$ cat src/rtl/sobel_row_loader.sv
// Raster-to-row loader for the sobel column array: two ping-pong row banks.
// Optional macro SOBEL_LOADER_FLUSH_EN appends two all-zero rows after each frame.
module sobel_row_loader #(
    parameter int unsigned COLS  = 8,
    parameter int unsigned ROWS  = 8,
    parameter int unsigned PIX_W = 8
) (
    input  logic                  clk,
    input  logic                  rst,
    input  logic [PIX_W-1:0]      pix_in,
    input  logic                  pix_valid,
    output logic                  pix_ready,
    output logic [COLS*PIX_W-1:0] row_out,
    output logic                  row_valid,
    input  logic                  row_ready,
    output logic                  row_first,
    output logic                  row_last,
    output logic                  frame_done
);

    localparam int unsigned ColW = (COLS > 1) ? $clog2(COLS) : 1;
    localparam int unsigned RowW = (ROWS > 1) ? $clog2(ROWS) : 1;
    localparam logic [ColW-1:0] LastCol = ColW'(COLS - 1);
    localparam logic [RowW-1:0] LastRow = RowW'(ROWS - 1);

    typedef enum logic [1:0] {StEmpty, StFilling, StFull} bank_state_e;

    bank_state_e      bank_state_q [2];
    bank_state_e      bank_state_d [2];
    logic [PIX_W-1:0] bank_data_q  [2][COLS];
    logic [RowW-1:0]  bank_row_q   [2];

    logic [ColW-1:0]  col_cnt_q;
    logic [RowW-1:0]  fill_row_q;
    logic             fill_ptr_q;
    logic             out_ptr_q;
    logic             frame_done_q;
    logic             frame_done_d;

    logic accept;
    logic last_pix;
    logic bank_valid;
    logic handshake;
    logic bank_pop;
    logic pop_last;
    logic flushing;

    assign accept     = pix_valid & pix_ready;
    assign last_pix   = accept & (col_cnt_q == LastCol);
    assign bank_valid = (bank_state_q[out_ptr_q] == StFull);
    assign row_valid  = bank_valid | flushing;
    assign handshake  = row_valid & row_ready;
    assign bank_pop   = handshake & ~flushing;
    assign pop_last   = bank_pop & (bank_row_q[out_ptr_q] == LastRow);
    assign pix_ready  = (bank_state_q[fill_ptr_q] != StFull) & ~flushing;
    assign frame_done = frame_done_q;

`ifdef SOBEL_LOADER_FLUSH_EN
    logic [1:0] flush_cnt_q;
    logic [1:0] flush_cnt_d;

    assign flushing = (flush_cnt_q != 2'd0);

    always_comb begin
        flush_cnt_d  = flush_cnt_q;
        frame_done_d = 1'b0;
        if (pop_last) begin
            flush_cnt_d = 2'd2;
        end else if (flushing && handshake) begin
            flush_cnt_d  = flush_cnt_q - 2'd1;
            frame_done_d = (flush_cnt_q == 2'd1);
        end
    end

    always_ff @(posedge clk) begin
        if (rst) begin
            flush_cnt_q <= 2'd0;
        end else begin
            flush_cnt_q <= flush_cnt_d;
        end
    end
`else
    assign flushing = 1'b0;

    always_comb begin
        frame_done_d = pop_last;
    end
`endif

    // Flush rows override the bank contents with zeros and clear the frame markers.
    always_comb begin
        row_out = '0;
        for (int c = 0; c < int'(COLS); c++) begin
            row_out[c*PIX_W +: PIX_W] = flushing ? '0 : bank_data_q[out_ptr_q][c];
        end
        row_first = ~flushing & (bank_row_q[out_ptr_q] == '0);
        row_last  = ~flushing & (bank_row_q[out_ptr_q] == LastRow);
    end

    // Fill and pop never target the same bank: a full fill bank blocks pix_ready.
    always_comb begin
        for (int b = 0; b < 2; b++) begin
            bank_state_d[b] = bank_state_q[b];
            if (accept && (fill_ptr_q == 1'(b))) begin
                bank_state_d[b] = (col_cnt_q == LastCol) ? StFull : StFilling;
            end
            if (bank_pop && (out_ptr_q == 1'(b))) begin
                bank_state_d[b] = StEmpty;
            end
        end
    end

    always_ff @(posedge clk) begin
        if (rst) begin
            for (int b = 0; b < 2; b++) begin
                bank_state_q[b] <= StEmpty;
                bank_row_q[b]   <= '0;
                for (int c = 0; c < int'(COLS); c++) begin
                    bank_data_q[b][c] <= '0;
                end
            end
            col_cnt_q    <= '0;
            fill_row_q   <= '0;
            fill_ptr_q   <= 1'b0;
            out_ptr_q    <= 1'b0;
            frame_done_q <= 1'b0;
        end else begin
            for (int b = 0; b < 2; b++) begin
                bank_state_q[b] <= bank_state_d[b];
            end
            if (accept) begin
                bank_data_q[fill_ptr_q][col_cnt_q] <= pix_in;
                if (last_pix) begin
                    col_cnt_q              <= '0;
                    fill_ptr_q             <= ~fill_ptr_q;
                    bank_row_q[fill_ptr_q] <= fill_row_q;
                    fill_row_q             <= (fill_row_q == LastRow) ? '0 : fill_row_q + 1'b1;
                end else begin
                    col_cnt_q <= col_cnt_q + 1'b1;
                end
            end
            if (bank_pop) begin
                out_ptr_q <= ~out_ptr_q;
            end
            frame_done_q <= frame_done_d;
        end
    end

endmodule

$ cat config.mk
export PLATFORM = sky130hd
export DESIGN_NAME = sobel_row_loader
export DESIGN_NICKNAME = d
export VERILOG_FILES = /design/src/rtl/sobel_row_loader.sv
export SDC_FILE = /design/constraint.sdc
export NUM_CORES = 1
export LEC_CHECK = 0
export ABC_AREA = 1
export ABC_CLOCK_PERIOD_IN_PS = 4810
export CAP_MARGIN = 0
export CORE_MARGIN = 1
export CORE_UTILIZATION = 62
export CTS_BUF_LIST = sky130_fd_sc_hd__clkbuf_8
export DETAILED_ROUTE_END_ITERATION = 12
export PLACE_DENSITY = 0.92
export REMOVE_ABC_BUFFERS = 1
export SLEW_MARGIN = 15
export SYNTH_ARGS = -nofsm -noshare
export SYNTH_HDL_FRONTEND = slang
export SYNTH_SLANG_ARGS = --single-unit
export TNS_END_PERCENT = 100
$ cat constraint.sdc
create_clock -name clk -period 4.81 [get_ports clk]
set_input_delay 0.481 -clock clk [delete_from_list [all_inputs] [get_ports clk]]
set_output_delay 0.481 -clock clk [all_outputs]
set_load 0.02 [all_outputs]
==> results by stage <==
Outcome:
- The run finished with clean final reports.

Setup path:
- The type of the setup path with the least slack is register to output pin.
- The required time reported for the critical path endpoint is 4.33 ns.
- The category of the worst setup path launch point is a register.
- The endpoint class of the critical path is an output pin.
- In this run the worst path has a maximum fanout of 49.
- The logic depth of the worst register-to-register path is 4.
- The data arrival time of the worst path is 2.71 ns.

Timing:
- Between clock sinks in the finished design, the worst skew comes to 0.009677 ns.
- Setup violations remaining at the end of the flow were counted as 0.
- For this run, the top clock speed supported by timing is 0.3136 GHz.
- The final sum of negative setup slack is 0 ns.
- The worst path needs 3.189 ns of the cycle, external delays included.
- The slew at the pin with the worst max-slew slack is 1.038 ns.
- After layout, the worst setup slack is 1.621 ns.
- The final hold violation count is 0.
- The worst path uses 66.30% of the clock period.
- Hold timing on the final database bottoms out at a slack of 0.5166 ns.
- Setup repair after global routing left no endpoint under its margin.
- The final-report max-slew violation count came to 0.
- The worst pin sits at a relative slew slack of 30.05%.

Clock network:
- The clock insertion delay at the later pin of the skew report is 0.44 ns.
- Post-CTS repair changed the size of 0 cells.
- After clock tree synthesis, the setup repair step added 0 buffers.
- TritonCTS built the clock tree.
- The maximum level of the CTS H-tree is 4.
- In this run, CTS created clock tree buffers numbering 17.
- The number of hold buffers added after CTS is 0.
- The TritonCTS sink count is 149.
- The clock tree buffer depth is 2.
- Clock-pin slew was measured on the worst setup and hold paths at 0.08 ns.
- The cell chosen for the clock root is clkbuf_8.

Detailed routing:
- The starting DRC count in detailed routing is 294.
- The pre-antenna-repair detailed-routing pass consisted of 5 iterations.
- In this run the remaining antenna-violating nets after routing total 0.
- The post-route met1 wirelength is 5265 um.
- In the routed design, unresolved DRC markers number 0.
- Summed over all layers, the routed wires come to 14070 um.
- Dividing the detail-routed via count by the number of cells gives 5.871.
- The detailed router placed 3992 vias in this run.
- The detailed-routed wire length on met3 is 1333 um.
- After detailed routing, no signal wire sits above met4.
- The average routed wire per standard cell is 20.69 um.
- Summed over all nets, wire length on met2 after detailed routing comes to 7011 um.

Synth:
- The top cell type by area accounts for 65.91% of the synthesized area.
- After technology mapping, the gate count stands at 448.
- After synthesis, flip-flops and latches occupy 69.41% of the total area.
- Counting flops with a built-in enable in the synthesized netlist gives 138.
- The most frequently used flop master after synthesis is edfxtp_1.
- The number of warnings printed during yosys synthesis is 0.
- The post-synthesis cell type with the largest combined area is edfxtp_1.
- The average footprint of a synthesized cell is 14.03 um2.
- Yosys mapped the design onto 34 distinct sky130hd cell types.
- In the post-synthesis netlist, the biggest area contributors are edfxtp_1, mux2_2, nor2_1.
- Synthesis inferred 149 register bits.
- Counting flops with an async set or reset pin after synthesis yields a share of 0%.
- The cell area after synthesis is 6287 um2.

Finish:
- The final layout contains 554 nets.
- The final cell utilization of the core is 76.75%.
- The number of antenna diodes in the final layout is 0.
- The final design instance area without fill is 7536 um2.
- Excluding fillers, the count of instances in the completed layout stands at 680.
- The area growth from synthesis to final layout is 19.86%.
- The fraction of final layout cells sized beyond drive strength 1 is 20.84%.
- The filler cells instantiated in the layout total 612.

Global routing:
- The total global routing track utilization is 28.27%.
- Entering global routing, the biggest net connects 50 pins.
- The wire length of the first global-routing pass is 20850 um.
- The initial antenna violation count is 0.
- The number of global-route vias before repair is 3926.
- The overall overflow remaining after global route is 0.

Power and ir drop:
- The worst-case vdd ir drop is 0.0001744 V.
- For this design the ratio of total power to cell area is 361.1 nW/um2.
- The leakage component of the power is 2.833 nW.
- The total power draw is 2.721 mW.

Floorplanning:
- The floorplan step defined a die boundary enclosing 10550 um2.
- The die outline width is 102.7 um.
- The row count is 36.
- The region available for standard cell placement spans 9819 um2.
- The initial utilization of the core area, before any placement, comes to 64.03%.
- The vertical die dimension is 102.7 um.
- In this run the count of I/O pins placed on the die edge is 81.

Placed design:
- Timing analysis after detailed placement gives a worst setup slack of 2.089 ns.
- The count of buffers added on input and output ports is 80.
- In this run the cell area measured after placement is 7184 um2.
- Including well taps, the total number of placed cells is 650.
- The global placement routability congestion is 0.8882.
- The half-perimeter wire length after detailed placement is 8997 um.

Min path:
- The path class of the tightest hold or removal check is register to register.
- Along the worst hold path, the cell count comes to 2.

Job:
- The tool flagged a number of max-cap violations equal to 0.
critical path, cell delays in order (launching register included):
cell and delay, ns:
dfxtp_2 0.64, buf_4 0.62, mux2_2 0.42, clkdlybuf4s50_1 0.54
synth_stat cells, types with 2 or more instances:
| cell | number |
|---|---|
| nand4_2 | 2 |
| edfxtp_1 | 138 |
| nor2_1 | 103 |
| buf_4 | 8 |
| buf_2 | 2 |
| nor3_1 | 3 |
| nand3_1 | 8 |
| a21oi_1 | 3 |
| dfxtp_1 | 11 |
| o21ai_0 | 8 |
| nand2_1 | 38 |
| nand4_4 | 3 |
| nand3_4 | 3 |
| clkinv_1 | 8 |
| inv_1 | 20 |
| ha_1 | 6 |
| mux2_2 | 67 |
path summary, 6_finish.rpt:
path	slack (ns)	start	end
worst max-delay path	1.62	register	row_out[4]
worst min-delay path	0.52	out_ptr_q	out_ptr_q
worst max register to register	2.65	col_cnt_q[1]	bank_data_q[1][36]
worst min register to register	0.52	out_ptr_q	out_ptr_q
metal layers:
metal  global-route usage (%)  vias up
li1                         -     1761
met1                    35.79     1917
met2                    45.90      267
met3                    6.847       47
met4                    14.18        0
met5                        0        -
final cells by class:
cell class | count | area (um2) | share of cell area [%]
clock inverters | 13 | 117.6 | 1.561
clock buffers | 17 | 234.0 | 3.105
multi-input cells | 257 | 1729 | 22.95
flip-flops and latches | 149 | 4365 | 57.93
repair buffers | 81 | 808.3 | 10.73
inverters | 30 | 115.1 | 1.527
well taps | 133 | 166.4 | 2.208
cells by family after synthesis:
kind of cell,Yosys count,synth area share (%)
flip-flops,149,69.41
AO/OA/AOI/OAI,13,1.114
AND/OR/NAND/NOR,171,13.19
multiplexers,67,12.00
buffers and inverters,42,3.084
adder cells (fa/ha/maj),6,1.194
cell usage in the layout (no fill, tap or decap), drive strengths merged, types with 8 or more instances in the layout:
cell           instances
nor2                 105
nand3                 12
inv                   22
nand2                 40
o21ai                  8
dfxtp                 11
clkdlybuf4s50         80
mux2                  67
clkbuf                17
clkinv                16
edfxtp               138
state kept, by name, summed over array words and instances (netlist names), named ones only:
register / cells
col_cnt_q: 3
bank_data_q: 128
fill_ptr_q: 1
bank_row_q: 6
out_ptr_q: 1
frame_done: 1
bank_state_q: 4
fill_row_q: 3
where the power goes:
group	switching [mW]	internal, mW
Sequential	0.0269	1.48
Combinational	0.195	0.137
Clock	0.440	0.443
(Power assumes the default switching activity.)
